[src/rtl/mcdf_arb_pkg.sv]
`default_nettype none
// ============================================================================
// mcdf_arb_pkg : shared FSM state type and default parameters for the arbiter
// Revision     : 1.0
// ============================================================================
package mcdf_arb_pkg;

    localparam int unsigned c_def_num_ch = 3;
    localparam int unsigned c_def_prio_w = 2;
    localparam int unsigned c_def_len_w  = 8;
    localparam int unsigned c_def_rr_en  = 1;

    typedef enum logic [0:0] {
        ST_IDLE  = 1'b0,
        ST_GRANT = 1'b1
    } arb_state_e;

endpackage : mcdf_arb_pkg
`default_nettype wire

[src/rtl/mcdf_prio_sel.sv]
`default_nettype none
// ============================================================================
// mcdf_prio_sel : combinational winner select, lowest priority value wins,
//                 ties broken round-robin from i_rr_ptr or by lowest index
// Revision      : 1.0
// ============================================================================
module mcdf_prio_sel
    import mcdf_arb_pkg::*;
#(
    parameter int unsigned NUM_CH = c_def_num_ch,
    parameter int unsigned PRIO_W = c_def_prio_w,
    parameter int unsigned RR_EN  = c_def_rr_en,
    localparam int unsigned IDX_W = $clog2(NUM_CH)
) (
    input  logic [NUM_CH-1:0]        i_req,
    input  logic [NUM_CH*PRIO_W-1:0] i_prio,
    input  logic [IDX_W-1:0]         i_rr_ptr,
    output logic [IDX_W-1:0]         o_winner,
    output logic                     o_valid
);

    logic [PRIO_W-1:0] w_min;
    logic              w_found;
    logic [NUM_CH-1:0] w_tie;
    logic [IDX_W-1:0]  w_base;
    int                w_dist;
    int                w_best;

    always_comb begin
        w_min    = '1;
        w_found  = 1'b0;
        w_tie    = '0;
        w_base   = (RR_EN != 0) ? i_rr_ptr : '0;
        w_dist   = 0;
        w_best   = int'(NUM_CH);
        o_winner = '0;

        for (int k = 0; k < NUM_CH; k++) begin
            if (i_req[k] && (!w_found || (i_prio[k*PRIO_W +: PRIO_W] < w_min))) begin
                w_min   = i_prio[k*PRIO_W +: PRIO_W];
                w_found = 1'b1;
            end
        end

        // Among the tied channels, the one closest upward from the base wins.
        for (int k = 0; k < NUM_CH; k++) begin
            w_tie[k] = i_req[k] && (i_prio[k*PRIO_W +: PRIO_W] == w_min);
            w_dist   = k - int'(w_base);
            if (w_dist < 0) begin
                w_dist = w_dist + int'(NUM_CH);
            end
            if (w_tie[k] && (w_dist < w_best)) begin
                w_best   = w_dist;
                o_winner = IDX_W'(k);
            end
        end

        o_valid = w_found;
    end

endmodule : mcdf_prio_sel
`default_nettype wire

[src/rtl/mcdf_prio_arb.sv]
`default_nettype none
// ============================================================================
// mcdf_prio_arb : priority arbiter granting whole multi-beat packets
// Revision      : 1.0
// ============================================================================
module mcdf_prio_arb
    import mcdf_arb_pkg::*;
#(
    parameter int unsigned NUM_CH = c_def_num_ch,
    parameter int unsigned PRIO_W = c_def_prio_w,
    parameter int unsigned LEN_W  = c_def_len_w,
    parameter int unsigned RR_EN  = c_def_rr_en
) (
    input  logic                       clk_i,
    input  logic                       rstn_i,
    input  logic [NUM_CH-1:0]          req_i,
    input  logic [NUM_CH*PRIO_W-1:0]   prio_i,
    input  logic [NUM_CH*LEN_W-1:0]    len_i,
    input  logic                       beat_i,
    output logic [NUM_CH-1:0]          gnt_o,
    output logic [$clog2(NUM_CH)-1:0]  gnt_idx_o,
    output logic                       gnt_vld_o
);

    localparam int unsigned IDX_W = $clog2(NUM_CH);

    arb_state_e        r_state;
    arb_state_e        w_state_nxt;
    logic [NUM_CH-1:0] r_gnt;
    logic [NUM_CH-1:0] w_gnt_nxt;
    logic [IDX_W-1:0]  r_gnt_idx;
    logic [IDX_W-1:0]  w_idx_nxt;
    logic [LEN_W-1:0]  r_cnt;
    logic [LEN_W-1:0]  w_cnt_nxt;
    logic [IDX_W-1:0]  r_rr_ptr;
    logic [IDX_W-1:0]  w_rr_nxt;
    logic [IDX_W-1:0]  w_idx_wrap;

    logic [IDX_W-1:0]  w_sel_idx;
    logic              w_sel_vld;
    logic [LEN_W-1:0]  w_sel_len;
    logic [NUM_CH-1:0] w_sel_onehot;

    mcdf_prio_sel #(
        .NUM_CH (NUM_CH),
        .PRIO_W (PRIO_W),
        .RR_EN  (RR_EN)
    ) u_sel (
        .i_req    (req_i),
        .i_prio   (prio_i),
        .i_rr_ptr (r_rr_ptr),
        .o_winner (w_sel_idx),
        .o_valid  (w_sel_vld)
    );

    always_comb begin
        w_sel_len    = '0;
        w_sel_onehot = '0;
        for (int k = 0; k < NUM_CH; k++) begin
            w_sel_onehot[k] = (w_sel_idx == IDX_W'(k));
            if (w_sel_idx == IDX_W'(k)) begin
                w_sel_len = len_i[k*LEN_W +: LEN_W];
            end
        end
    end

    // With lowest-index tie-break the pointer is never advanced and stays zero.
    if (RR_EN != 0) begin : g_rr_on
        assign w_idx_wrap = (r_gnt_idx == IDX_W'(NUM_CH - 1)) ? '0 : r_gnt_idx + IDX_W'(1);
    end else begin : g_rr_off
        assign w_idx_wrap = '0;
    end

    always_comb begin
        w_state_nxt = r_state;
        w_gnt_nxt   = r_gnt;
        w_idx_nxt   = r_gnt_idx;
        w_cnt_nxt   = r_cnt;
        w_rr_nxt    = r_rr_ptr;

        case (r_state)
            ST_IDLE: begin
                if (w_sel_vld) begin
                    w_state_nxt = ST_GRANT;
                    w_gnt_nxt   = w_sel_onehot;
                    w_idx_nxt   = w_sel_idx;
                    w_cnt_nxt   = (w_sel_len == '0) ? LEN_W'(1) : w_sel_len;
                end
            end
            ST_GRANT: begin
                if (beat_i) begin
                    if (r_cnt <= LEN_W'(1)) begin
                        w_state_nxt = ST_IDLE;
                        w_gnt_nxt   = '0;
                        w_idx_nxt   = '0;
                        w_cnt_nxt   = '0;
                        w_rr_nxt    = w_idx_wrap;
                    end else begin
                        w_cnt_nxt   = r_cnt - LEN_W'(1);
                    end
                end
            end
            default: begin
                w_state_nxt = ST_IDLE;
            end
        endcase
    end

    always_ff @(posedge clk_i or negedge rstn_i) begin
        if (!rstn_i) begin
            r_state   <= ST_IDLE;
            r_gnt     <= '0;
            r_gnt_idx <= '0;
            r_cnt     <= '0;
            r_rr_ptr  <= '0;
        end else begin
            r_state   <= w_state_nxt;
            r_gnt     <= w_gnt_nxt;
            r_gnt_idx <= w_idx_nxt;
            r_cnt     <= w_cnt_nxt;
            r_rr_ptr  <= w_rr_nxt;
        end
    end

    assign gnt_o     = r_gnt;
    assign gnt_idx_o = r_gnt_idx;
    assign gnt_vld_o = (r_state == ST_GRANT);

endmodule : mcdf_prio_arb
`default_nettype wire

[config.mk]
export PLATFORM = sky130hd
export DESIGN_NAME = mcdf_prio_arb
export DESIGN_NICKNAME = d
export VERILOG_FILES = /design/src/rtl/mcdf_arb_pkg.sv /design/src/rtl/mcdf_prio_sel.sv /design/src/rtl/mcdf_prio_arb.sv
export SDC_FILE = /design/constraint.sdc
export NUM_CORES = 1
export LEC_CHECK = 0
export ABC_CLOCK_PERIOD_IN_PS = 5800
export CORE_MARGIN = 1.5
export CORE_UTILIZATION = 50
export DETAILED_ROUTE_END_ITERATION = 10
export PLACE_DENSITY = 0.88
export SLEW_MARGIN = 20
export SYNTH_ARGS = -nofsm -noshare
export SYNTH_HDL_FRONTEND = slang
export SYNTH_HIERARCHICAL = 1
export SYNTH_SLANG_ARGS = --single-unit
[constraint.sdc]
create_clock -name clk_i -period 5.8 [get_ports clk_i]
set_input_delay 1.16 -clock clk_i [delete_from_list [all_inputs] [get_ports clk_i]]
set_output_delay 1.16 -clock clk_i [all_outputs]
set_load 0.05 [all_outputs]
Yosys cells after proc, flatten, opt, wreduce, memory -nomap -nowiden
Cells that the tools add are included.
Widths: inputs -> output; s select.
Operators by class
  add/sub/neg operators: 8
  multipliers: 0
  div/mod/pow operators: 0
  order comparisons: 9
  equal/unequal tests: 9
  shift-type cells: 0
  muxes and demuxes: 34
  bitwise operators: 1
  reductions and logical operators: 17
Operator list (number)
  $mux 32: 5
  $add 32x3->32 const B: 3
  $lt 32x1->1 const B: 3
  $lt 32x32->1: 2
  $mux 8: 7
  $lt 32x3->1 const B: 1
  $mux 2: 8
  $pmux 8 s2: 1
  $mux 3: 3
  $le 8x1->1 const B: 1
  $logic_and 1x1->1: 8
  $logic_not 8->1: 1
  $sub 8x1->8 const B: 1
  $mux 1: 7
  $eq 2x2->1: 3
  $pmux 3 s2: 1
  $reduce_and 3->1: 2
  $sub 1x2->3 const A: 2
  $eq 2x2->1 const B: 2
  $lt 2x2->1: 2
  $ne 2x1->1 const B: 2
  $pmux 2 s2: 1
  $sub 2x2->3 const A: 1
  $add 2x1->2 const B: 1
  8 further kinds: 10
Storage, ports and cells
  register bits: 16
  bits in latches: 0
  memory bits (writable): 0
  bits in read-only memories: 0
  bits of input ports: 36
  output and inout bits: 6
  logic and storage cells: 83
  memories kept: 0

Depth between registers and ports, before layout
  depth after elaboration: 27
  gate-level depth with buffers: 31
  depth with buffers taken out: 30

Cells and area by module
The synthesis kept the hierarchy.
By module, submodules not included
  mcdf_prio_arb: times used 1, cells an instance 114, area each 1054.8 µm², seq. area each 400.4 µm²
  mcdf_prio_sel: times used 1, cells an instance 89, area each 706.9 µm², seq. area each 0.0 µm²

Worst setup path before layout
Ideal clock, no wire load.
  kind: input to register
  start point: in prio_i[1]
  end point: reg r_cnt[0]
  setup time: 94 ps
  arrival time: 7252 ps
  required time: 5706 ps
  path slack: -1546 ps
  cell stages on the path: 29
  buffers on the path: 1
  cell sequence: nand2b_1 > inv_1 > ha_1 > a21oi_1 > o21ai_0 > nand2_1 > ha_1 > o22ai_1 > and3_1 > or3_1 > a2111oi_1 > ha_1 > o21a_1 > a2111oi_4 > mux2_4 > ha_1 > a21o_1 > a211o_1 > a21o_1 > a31oi_1 > a21oi_1 > a22oi_1 > nor2b_1 > nor2b_2 > buf_6 > o2bb2ai_1 > nor4_1 > nand4_1 > a221oi_2
Between the ends
  longest elaborated chain between the ends: 27
  elaborated cells on any way between the ends: 39
  those cells by class: order compare: 4; eq/ne: 6; mux: 15; reduce/logical: 14
RTL lines
  from (decl): line mcdf_prio_arb.sv:17  | input logic [NUM_CH*PRIO_W-1:0] prio_i,
  $mux 2: line mcdf_prio_sel.sv:39  | if (i_req[k] && (!w_found || (i_prio[k*PRIO_W +: PRIO_W] < w_min))) begin
  $lt 2x2->1: line mcdf_prio_sel.sv:39
  $logic_or 1x1->1: line mcdf_prio_sel.sv:39
  $logic_and 1x1->1: line mcdf_prio_sel.sv:39
  $mux 2 or $mux 1 (tied branches): line mcdf_prio_sel.sv:39
  $lt 2x2->1 or $logic_not 1->1 (tied branches): line mcdf_prio_sel.sv:39
  $logic_or 1x1->1: line mcdf_prio_sel.sv:39
  $logic_and 1x1->1: line mcdf_prio_sel.sv:39
  (+11 left out)
  via w_sel_idx[1]: line mcdf_prio_arb.sv:39  | logic [IDX_W-1:0] w_sel_idx;
  $logic_not 2->1: line mcdf_prio_arb.sv:61  | if (w_sel_idx == IDX_W'(k)) begin
  $mux 8 (2 in series): line mcdf_prio_arb.sv:61
  $mux 8 *: line mcdf_prio_arb.sv:61
  $logic_not 8->1: line mcdf_prio_arb.sv:87  | w_cnt_nxt = (w_sel_len == '0) ? LEN_W'(1) : w_sel_len;
  $mux 8 *: line mcdf_prio_arb.sv:87
  $mux 8 *: line mcdf_prio_arb.sv:83  | if (w_sel_vld) begin
  $pmux 8 s2 *: line mcdf_prio_arb.sv:81  | case (r_state)
  to (signal assigned): line mcdf_prio_arb.sv:120  | r_cnt <= w_cnt_nxt;
  to (decl): line mcdf_prio_arb.sv:33  | logic [LEN_W-1:0] r_cnt;
The timed path passes the listed nets; every way through them passes the cells marked *. The select of a mux whose other input is x is not followed.
A chain may end at the register's enable or synchronous reset.

Worst setup path after layout
Same ends and word-level chain as after synthesis.

==> results.ini <==
[outcome]
outcome = complete, but fails checks
violations = setup timing

[sta]
hold_viol_final = 0
finalSetupViolations = 13
slew_headroom = 0.4710
post-route-period-util = 1.236
worst_pin_slew_ns = 0.7862
max_freq_mhz = 139.5
rsz0062_at_grt = true
worst_slack_ns = -1.367
post-route-min-period_ns = 7.167
holdWs_ns = 0.5434
fin_skew_ns = 0.0009731
slew_viol_final = 0

[cells_and_area]
layout-area-overhead-vs-synth_pct = 63.21
drive_above_1_share = 0.3366
diodes = 0
final_nets = 358
multi_input_area_mm2 = 0.001541
fill_cells = 178
final-seq-area_um2 = 400.4
fin_area_mm2 = 0.002875

[floorplanning]
dieArea_mm2 = 0.003889
coreArea_mm2 = 0.003363
chipHeight_um = 62.36
io_pins = 42
core.rowCount = 21
start_util = 0.5238
die_x_um = 62.36

[global_routing]
grt_pass1_vias = 2114
grt_start_max_net_pins = 17
overflow = 0
antenna_found_initial = 0
grt_pass1_wl_um = 10140
grtUsageTotal = 0.3302

[setup_path]
slowest_delay_ns = 0.67
cp-end-kind = flop
rrSetupSlack_ns = 0.65
slowest_stage = a222oi_1
crit_buf_inv = 4
start_kind = input pin
crit_type = input pin to flop
rr_endpoint = r_cnt[0]
r2r_start = r_rr_ptr[1]
reg2reg_depth = 20
crit_fanout = 6
crit_start = prio_i[1]
crit_family = compound AO/OA/AOI/OAI gates
worstPathArrival_ns = 7.39
critical_path_depth = 26
cp.required_ns = 6.02

[worst_hold_path]
min-delay-start = gnt_o[2]
hold_depth = 1
hold_path.class = flop to flop
holdPathEnd = gnt_o[2]

[clock_network]
clock_sinks = 16
h-tree-depth = 1
cts_root_buf = clkbuf_4
ctsHoldBuffers = 0
path_clk_slew_ns = 0.10
clockBufferDepth = 2
tritoncts = yes
cts_made_buffers = 3
worstSkewPairLatency_ns = 0.30

[route]
drc = 0
final_antenna_net_count = 0
drt_first_pass_iters = 5
drt_iter0_markers = 185
vias = 2226
vias_per_cell = 6.378
drt-total-wl_um = 7017
post_drt_wl_per_cell_um = 20.11

[synth]
synth_flop_cell = dfrtp_1
ys_warn_count = 6
ys_types = 58
syn_area_mm2 = 0.001762
synth-seq-area-share = 0.2273
netlist_instances = 203
synth_area_per_cell_um2 = 8.678
synthArstFlopShare = 1.000
yosys_register_bits = 16
synth_edf_count = 0

[power]
switching_share = 0.4520
internal_power_uw = 427.3
combPwrFrac = 0.632
cellPowerDensity_mw_per_mm2 = 271.2
ir_worst_vdd_mv = 0.2219
clkPwrFrac = 0.101
power.switching_uw = 352.5
seqPwrFrac = 0.267
power_leakage_uw = 0.001290

[place]
io_buffer_count = 41
placed_cell_area_mm2 = 0.002595
gp_congestion = 0.8613
place_hpwl_um = 4139

[run]
drv_cap = 0

==> worst max path at each step <==
stage,to
floorplan,r_cnt[0]
global placement,r_cnt[0]
detailed placement,r_cnt[0]
CTS,r_cnt[0]
global route,r_cnt[0]
finish,r_cnt[0]
==> power groups by stage <==
stage	Sequential, µW	Clock, µW	Combinational (µW)
detailed placement	205	0	415
floorplan	232	0	233
global placement	204	0	397
CTS	205	77.8	443
finish	208	78.8	493
global route	214	83.4	526
==> layout make-up <==
class	count	area share
multi-input cells	179	0.5361
clock buffers	4	0.01262
inverters	12	0.01654
flip-flops and latches	16	0.1393
repair buffers	92	0.2755
well taps	46	0.02002
==> stage by stage <==
step | std cells | setup TNS (ns) | power, µW | setup slack (ns) | util
2_1_floorplan | 211 | -7.306 | 465.1 | -1.010 | -
3_3_place_gp | 333 | -15.06 | 601.2 | -1.526 | 0.7716
3_5_place_dp | 333 | -19.00 | 620.3 | -1.840 | 0.7716
4_1_cts | 344 | -7.727 | 725.9 | -0.9728 | 0.8300
5_1_grt | 349 | -12.90 | 823.3 | -1.475 | 0.8549
6_report | 349 | -12.08 | 779.8 | -1.367 | 0.8549
==> placed cells by master (no fill, tap or decap), types with 7 or more instances in the layout <==
cell             synthesis  final
inv_1                   12     11
nor2_1                  14     14
o21ai_0                 16      8
nand2_1                 14     12
ha_1                    18     15
mux2i_1                 10      7
a21oi_1                 11      8
conb_1                   2     10
dfrtp_1                 16     16
clkdlybuf4s50_1          0     35
buf_4                    0     48
==> routing by layer <==
metal	up-vias	GRT usage	share of wire
li1	958	-	-
met1	1057	0.3945	0.37
met5	-	0	0
met4	0	0.1333	0.069
met3	43	0.05435	0.072
met2	168	0.5897	0.49
==> synth_stat cells (3+ instances only) <==
cell / n / area share
nor3_1: 5 / 0.014
mux2i_1: 10 / 0.057
nor2_1: 14 / 0.030
nor2b_1: 7 / 0.025
a21oi_1: 11 / 0.031
o21a_1: 3 / 0.013
dfrtp_1: 16 / 0.23
nand2b_1: 3 / 0.011
inv_1: 12 / 0.026
a21o_1: 4 / 0.017
ha_1: 18 / 0.13
nand3_1: 3 / 0.0085
xnor2_1: 3 / 0.015
a22o_1: 5 / 0.025
nand2_1: 14 / 0.030
o2bb2ai_1: 7 / 0.035
o21ai_0: 16 / 0.045
==> what timing repair did <==
action,CTS,global route
pin swaps,26,22
gates resized for setup,38,14
setup endpoints to repair,13,13
endpoints found under the hold margin,0,0
setup buffers,10,7
==> flip-flops by register name, summed over array words and instances, names as in the netlist <==
register   count
gnt_vld_o      1
gnt_o          3
r_cnt          8
gnt_idx_o      2
r_rr_ptr       2
==> cell families after synthesis <==
logic type	after synthesis	synth area share
flip-flops	16	0.2273
other	2	0.004263
AO/OA/AOI/OAI	72	0.3161
XOR/XNOR	4	0.01989
AND/OR/NAND/NOR	63	0.1896
buffers and inverters	16	0.04332
adder cells (fa/ha/maj)	18	0.1278
multiplexers	12	0.07173
No activity file was read; power rests on OpenSTA's default activity.
